`src/rtl/router_pkt_ctrl.sv`:
```
// Ingress controller for the 1x3 packet router: decodes the header byte,
// steers header/payload/parity into one of three FIFOs, checks length and
// parity, and flushes any output port that is left undrained too long.

// Per-port drain watchdog: pulses soft_reset after TIMEOUT consecutive stalled cycles.
module router_pkt_tmo #(
    parameter int TIMEOUT = 30
) (
    input  logic clock,
    input  logic reset,
    input  logic stall,
    output logic soft_reset
);
    localparam int TW = (TIMEOUT > 1) ? $clog2(TIMEOUT) : 1;

    logic [TW-1:0] tcnt;

    // Count stalled cycles; the TIMEOUT-th one fires the pulse and restarts the count.
    always_ff @(posedge clock) begin
        if (reset) begin
            tcnt       <= '0;
            soft_reset <= 1'b0;
        end else if (stall) begin
            if (tcnt == TW'(TIMEOUT - 1)) begin
                tcnt       <= '0;
                soft_reset <= 1'b1;
            end else begin
                tcnt       <= tcnt + TW'(1);
                soft_reset <= 1'b0;
            end
        end else begin
            tcnt       <= '0;
            soft_reset <= 1'b0;
        end
    end
endmodule

module router_pkt_ctrl #(
    parameter int TIMEOUT = 30
) (
    input  logic       clock,
    input  logic       reset,
    input  logic       pkt_valid,
    input  logic [7:0] data_in,
    input  logic [2:0] fifo_full,
    input  logic [2:0] fifo_empty,
    input  logic [2:0] read_enb,
    output logic       busy,
    output logic [2:0] write_enb,
    output logic [7:0] fifo_wdata,
    output logic       lfd,
    output logic       err,
    output logic [2:0] soft_reset
);
    localparam int NUM_PORTS = 3;

    typedef enum logic [2:0] {
        IDLE,
        WAIT_EMPTY,
        LOAD,
        CHECK,
        DROP
    } state_t;

    state_t     state, state_nxt;
    logic [1:0] dest;
    logic [7:0] hdr;
    logic [7:0] parity;
    logic [7:0] rx_par;
    logic [5:0] cnt;

    // One-hot port selects; address 3 decodes to no port at all, which keeps
    // every per-port lookup in range.
    logic [2:0] hdr_sel, dest_sel;
    logic       hdr_empty, dest_empty, dest_full, dest_sr;
    logic [NUM_PORTS-1:0] stall;

    assign hdr_sel    = 3'b001 << data_in[1:0];
    assign dest_sel   = 3'b001 << dest;
    assign hdr_empty  = |(fifo_empty & hdr_sel);
    assign dest_empty = |(fifo_empty & dest_sel);
    assign dest_full  = |(fifo_full & dest_sel);
    assign dest_sr    = |(soft_reset & dest_sel);
    assign stall      = ~fifo_empty & ~read_enb;

    router_pkt_tmo #(.TIMEOUT(TIMEOUT)) u_tmo [NUM_PORTS-1:0] (
        .clock      (clock),
        .reset      (reset),
        .stall      (stall),
        .soft_reset (soft_reset)
    );

    // State register.
    always_ff @(posedge clock) begin
        if (reset) state <= IDLE;
        else       state <= state_nxt;
    end

    // Next state plus the zero-latency write path and source back-pressure.
    always_comb begin
        state_nxt  = state;
        busy       = 1'b0;
        write_enb  = '0;
        lfd        = 1'b0;
        fifo_wdata = data_in;
        case (state)
            IDLE: begin
                if (pkt_valid) begin
                    if (data_in[1:0] == 2'd3) begin
                        state_nxt = DROP;
                    end else if (hdr_empty) begin
                        write_enb = hdr_sel;
                        lfd       = 1'b1;
                        state_nxt = LOAD;
                    end else begin
                        state_nxt = WAIT_EMPTY;
                    end
                end
            end
            WAIT_EMPTY: begin
                busy = 1'b1;
                if (dest_sr) begin
                    state_nxt = DROP;
                end else if (dest_empty) begin
                    // Source has already moved past the header; replay the latched copy.
                    write_enb  = dest_sel;
                    lfd        = 1'b1;
                    fifo_wdata = hdr;
                    state_nxt  = LOAD;
                end
            end
            LOAD: begin
                busy = dest_full;
                if (!dest_full) begin
                    if (dest_sr) begin
                        // Port was flushed under us: swallow this byte and the rest.
                        state_nxt = pkt_valid ? DROP : IDLE;
                    end else begin
                        write_enb = dest_sel;
                        if (!pkt_valid) state_nxt = CHECK;
                    end
                end else if (dest_sr) begin
                    state_nxt = DROP;
                end
            end
            CHECK: begin
                busy      = 1'b1;
                state_nxt = IDLE;
            end
            DROP: begin
                if (!pkt_valid) state_nxt = IDLE;
            end
            default: state_nxt = IDLE;
        endcase
        if (reset) begin
            write_enb = '0;
            lfd       = 1'b0;
        end
    end

    // Packet bookkeeping: header latch, running parity, byte count and error flag.
    always_ff @(posedge clock) begin
        if (reset) begin
            dest   <= '0;
            hdr    <= '0;
            parity <= '0;
            rx_par <= '0;
            cnt    <= '0;
            err    <= 1'b0;
        end else begin
            case (state)
                IDLE: begin
                    if (pkt_valid) begin
                        // Parity seeds with the header on both the direct and the
                        // WAIT_EMPTY path; nothing else touches it until LOAD.
                        hdr    <= data_in;
                        parity <= data_in;
                        cnt    <= '0;
                        err    <= 1'b0;
                        if (data_in[1:0] != 2'd3) dest <= data_in[1:0];
                    end
                end
                LOAD: begin
                    if (!dest_full) begin
                        if (dest_sr) begin
                            if (!pkt_valid) err <= 1'b1;
                        end else if (pkt_valid) begin
                            parity <= parity ^ data_in;
                            if (cnt != 6'h3F) cnt <= cnt + 6'd1;
                        end else begin
                            rx_par <= data_in;
                        end
                    end
                end
                CHECK: err <= (parity != rx_par) || (cnt != hdr[7:2]);
                DROP: begin
                    if (!pkt_valid) err <= 1'b1;
                end
                default: ;
            endcase
        end
    end
endmodule

```
`config.mk`:
```
export PLATFORM = sky130hd
export DESIGN_NAME = router_pkt_ctrl
export DESIGN_NICKNAME = d
export VERILOG_FILES = /design/src/rtl/router_pkt_ctrl.sv
export SDC_FILE = /design/constraint.sdc
export NUM_CORES = 1
export LEC_CHECK = 0
export ABC_CLOCK_PERIOD_IN_PS = 2150
export BUFFER_PORTS_ARGS = -buffer_cell sky130_fd_sc_hd__buf_2
export CAP_MARGIN = 15
export CORE_UTILIZATION = 40
export CTS_CLUSTER_DIAMETER = 60
export CTS_CLUSTER_SIZE = 28
export DETAILED_ROUTE_END_ITERATION = 12
export HOLD_SLACK_MARGIN = 0.08
export PLACE_DENSITY = 0.6
export SLEW_MARGIN = 20
export SYNTH_ARGS = -nofsm -noshare
export SYNTH_HDL_FRONTEND = slang
export SYNTH_SLANG_ARGS = --single-unit
```
`constraint.sdc`:
```
create_clock -name clock -period 2.15 [get_ports clock]
set_input_delay 0.1075 -clock clock [delete_from_list [all_inputs] [get_ports clock]]
set_output_delay 0.1075 -clock clock [all_outputs]
set_load 0.05 [all_outputs]
```
# Word level (Yosys, flattened, before mapping)
# Index checks and enable logic that the tools add are counted.
# Widths: inputs -> output; s select.
[totals] romBits=0 output_inout_bits=17 ff_bits=54 word_cells=128 mem_bits_rw=0 n_memories=0 latchBits=0
[op_classes] n_reduce_logical=22 mux=51 bitwise=14 add_sub_neg=4 n_mul=0 magnitude_cmp=0 n_shift=2 div_mod_pow=0 n_eq_ne=22
[ops] op="$mux 8" n=7
[ops] op="$mux 3" n=18
[ops] op="$mux 6" n=5
[ops] op="$reduce_or 3->1" n=7
[ops] op="$ne 2x2->1 const B" n=8
[ops] op="$pmux 8 s2" n=1
[ops] op="$add 5x1->5 const B" n=3
[ops] op="$and 3x3->3" n=5
[ops] op="$eq 5x5->1 const B" n=3
[ops] op="$mux 1" n=13
[ops] op="$pmux 3 s4" n=1
[ops] op="$pmux 6 s2" n=1
[ops] op="$reduce_and 5->1" n=2
[ops] op="$ne 3x3->1 const B" n=3
[ops] op="$pmux 3 s3" n=1
[ops] op="$ne 8x8->1" n=1
[ops] op="$reduce_and 4->1" n=2
[ops] op="$reduce_or 2->1" n=4
[ops] op="$xor 8x8->8" n=1
[ops] op="$add 6x1->6 const B" n=1
[ops] op="$eq 3x2->1 const B" n=2
[ops] op="$ne 6x6->1" n=1
[ops] op="$ne 6x6->1 const B" n=1
[ops] op="$not 1->1" n=6
[ops] op="15 further kinds" n=18

# Depth between registers and ports, before layout
[logic_depth] ltp_word=8 mapped_depth=7 mapped_depth_nobuf=6

# By module
# From an unflattened synthesis, not the netlist that was laid out.
[hier_totals] cells_unflattened=339 area_unflattened_um2=2916.5
[by_module_without_submodules] module="router_pkt_ctrl" cells_each=273 area_per_inst_um2=2240.9 instances=1
[by_module_without_submodules] module="router_pkt_tmo" cells_each=22 area_per_inst_um2=225.2 instances=3

# Least setup slack after synthesis
# Ideal clock, no wire load.
[synth_timing] path_type="register to output" start="register dest[1]" end="output port write_enb[0]" arrival_time_ns=2.690 path_stages_with_launch=8 t_required_ns=2.043 setup_slack_ns=-0.648 path_buffers=2 path_cell_list="dfxtp_1 > buf_6 > mux2i_4 > o21ai_2 > or4b_1 > buf_2 > o31a_1 > o21ai_0"
[synth_between] elab_chain_len=7 elab_cells_between_ends=13
[synth_rtl] element="from (decl)" line_no="66" rtl="logic [1:0] dest;"
[synth_rtl] element="from (signal assigned)" line_no="180" rtl="if (data_in[1:0] != 2'd3) dest <= data_in[1:0];"
[synth_rtl] element="$shl 1x2->3 *" line_no="79" rtl="assign dest_sel = 3'b001 << dest;"
[synth_rtl] element="$and 3x3->3, on equally long branches" line_no="83, 81"
[synth_rtl] element="$reduce_or 3->1, on equally long branches" line_no="83, 81"
[synth_rtl] element="$mux 3, on equally long branches" line_no="135, 124"
[synth_rtl] element="$mux 3, on equally long branches" line_no="134, 122"
[synth_rtl] element="$pmux 3 s3 *" line_no="106" rtl="case (state)"
[synth_rtl] element="$mux 3 *" line_no="155" rtl="if (reset) begin"
[synth_rtl] element="to (decl)" line_no="49" rtl="output logic [2:0] write_enb,"
# Mark *: on every way between the ends. The rest lies on a longest branch, timed or not.

# Final worst setup path
[layout_timing] start="register dest[1]" end="output port fifo_wdata[3]"
[layout_between] elab_chain_len=6 elab_cells_between_ends=8
[layout_rtl] element="$shl 1x2->3 *" line_no="79"
[layout_rtl] element="$and 3x3->3" line_no="81" rtl="assign dest_empty = |(fifo_empty & dest_sel);"
[layout_rtl] element="$reduce_or 3->1" line_no="81"
[layout_rtl] element="$mux 8" line_no="124" rtl="end else if (dest_empty) begin"
[layout_rtl] element="$mux 8 *" line_no="122" rtl="if (dest_sr) begin"
[layout_rtl] element="$mux 8 *" line_no="106"
[layout_rtl] element="to (decl)" line_no="50" rtl="output logic [7:0] fifo_wdata,"
# Marked as above.

==> impl_metrics.toml <==
[final_layout]
final_util = 0.532
area_growth_pct = 25.7
design_area_um2 = 3720
drive_above_1_share = 0.252
final_cell_mix = "dfxtp_1 (52), nor2_1 (39), nand2_1 (36)"
fin_nets = 435
final_common_cell = "dfxtp_1"
n_antenna_cell = 0

[sta]
tightestPinTransition_ps = 528
hold_viol = 0
drv_slew = 0
setup_viol = 12
slew-limit-headroom = 0.645
grt_setup_unrepaired = "yes"
min_period_ps = 2290
timing.hold.ws_ps = 76.5
max_freq_mhz = 437
setup_slack_ps = -140
fin_crit_sh = 1.07
finClkSkew_ps = 5.70

[synth]
ys_seq_area_frac = 0.366
synthXorXnorAreaFrac = 0.0682
synth_warnings = 0
avgSynthCellArea_um2 = 8.49
synth_compound_area_frac = 0.181
synth_cell_types = 52
synthSimpleGateAreaFrac = 0.229
synth_edf_count = 0
synth_nets = 375
netlist_area_um2 = 2960
synth_cells = 348
ys.flop_type = "dfxtp_1"
async_flop_share = 0
synth_mux_area_frac = 0.0800
synth_fa_ha_area_frac = 0.0296
synth_top_family_by_area = "simple AND/OR/NAND/NOR gates"
synth_seq_cells = 54

[placed_design]
place_congestion = 0.897
dpl.hpwl_um = 5130
dpl_cell_area_um2 = 3380
port_buffers = 36
post-place-ws_ps = -7.56

[floorplanning]
ios = 37
rows = 30
die_width_um = 88.0
die_h_um = 88.0
start_util = 0.423
dieArea_um2 = 7740
core_area_um2 = 6980

[critical_path]
worstSetupEndpoint = "fifo_wdata[3]"
reg2reg_setup_slack_ps = 110
crit_required_ps = 2040
rr_startpoint = "dest[1]"
reg2reg_to = "cnt[5]"
startpoint = "dest[1]"
worstSetupPathType = "reg2out"
critPathLaunchType = "flip-flop"
path_max_fanout = 5
cp-end-kind = "output port"
reg2regPathDepth = 7
worst_ep_arrival_time_ps = 2180

[clock_tree]
clock-sinks = 54
cts-buffers-inserted = 5
cts.root.buffer_cell = "clkbuf_8"
cts_tree = "yes"
path_clk_slew_ps = 100
htreeDepth = 2
clockBufferDepth = 2
clock_latency_ps = 310

[route]
wl_per_cell_um = 14.5
drtAntennaViolNets = 0
dr.pass1.iters = 5
num_vias = 2787
drc = 0
met2_length_um = 3440
wl_met3_um = 356
drt-met1-wl_um = 3470
top_layer = "met4"
drtIter0Drc = 161
via_per_inst = 5.52
drt-total-wl_um = 7330

[global_routing]
antenna_found_initial = 0
gr-total-overflow = 0
grt_start_max_net_pins = 40
grt_pass1_wl_um = 12700
grt_pass1_vias = 2699
track_usage = 0.208

[power]
finalPower_mw = 3.26
powerDensity_nw_per_um2 = 876
ir_drop_uv = 356
p_leak_nw = 1.42

[worst_hold_path]
hold_class = "in2reg"

[run_status]
failed_checks = "setup timing"
status = "complete, but fails checks"

[run]
maxCapViolations = 0
cell families (layout without fill, tap and decap cells):
kind of cell / after synthesis / count (layout)
XOR/XNOR: 23 / 23
AO/OA/AOI/OAI: 75 / 75
adder cells (fa/ha/maj): 7 / 7
multiplexers: 20 / 20
AND/OR/NAND/NOR: 138 / 138
flip-flops: 54 / 54
buffers and inverters: 31 / 92
synthesized netlist by cell type (4+ instances only):
cell      number  area [um^2]
dfxtp_1       54         1080
nand2b_1       4         25.0
a311oi_1       7         61.3
xnor2_1       17          149
nand4_1       13         81.3
inv_1          9         33.8
nor3_1        12         60.1
nand3_1       12         60.1
nor2b_1        7         43.8
a21oi_1       22          110
mux2_2         9          101
nand2_1       36          135
nor2_1        39          146
clkbuf_1      13         48.8
xor2_1         6         52.6
a41o_1         6         60.1
mux2i_1        9         90.1
ha_1           7         87.6
o21ai_0        8         40.0
repair_timing:
item | CTS | global route
pin swaps | 4 | 1
setup endpoints to repair | 12 | 12
gates resized for setup | 34 | 1
cloned | 1 | 0
hold buffers | 8 | 0
buffers inserted | 4 | 1
endpoints found under the hold margin | 8 | 0
worst max-delay path, stage by stage (launching register included):
cell,delay (ps)
dfxtp_4,410
mux2i_4,250
o21ai_2,80
or4b_4,530
buf_6,170
mux2_2,280
buf_6,150
state kept, by name, summed over array words and instances (netlist names):
name / flops
err: 1
rx_par: 8
dest: 2
state: 3
parity: 8
cnt: 6
u_tmo.soft_reset: 3
hdr: 8
u_tmo.tcnt: 15
how the worst min path moves through the flow:
| stage | from | end | cells past startpoint |
|---|---|---|---|
| 2_1_floorplan | data_in[2] | hdr[2] | 2 |
| 3_3_place_gp | data_in[3] | hdr[3] | 3 |
| 3_5_place_dp | read_enb[2] | u_tmo[2].soft_reset | 3 |
| 4_1_cts | read_enb[0] | u_tmo[0].soft_reset | 3 |
| 5_1_grt | read_enb[0] | u_tmo[0].soft_reset | 3 |
| 6_report | read_enb[0] | u_tmo[0].soft_reset | 3 |
layer usage:
layer,GRT usage,vias to the layer above
met5,0,-
met2,0.340,96
met1,0.285,1309
met3,0.0368,8
li1,-,1374
met4,0.0522,0
per-stage QoR:
| step | cells | setup TNS, ps |
|---|---|---|
| 6_report | 505 | -1450 |
| 5_1_grt | 505 | -2320 |
| 4_1_cts | 504 | -1550 |
| 3_5_place_dp | 483 | -26.9 |
| 3_3_place_gp | 483 | 0 |
| 2_1_floorplan | 348 | -232 |
layout make-up:
class | instances | area (um^2)
clock inverters | 3 | 26.3
well taps | 96 | 120
inverters | 9 | 33.8
fillers | 683 | 3270
clock buffers | 5 | 68.8
flip-flops and latches | 54 | 1090
multi-input cells | 263 | 1790
repair buffers | 75 | 592
power breakdown:
part | switching [mW] | internal, mW
registers | 0.112 | 1.11
clock network | 0.363 | 0.236
logic | 0.840 | 0.594
total | 1.31 | 1.94
Power figures use the tool's default switching activity.
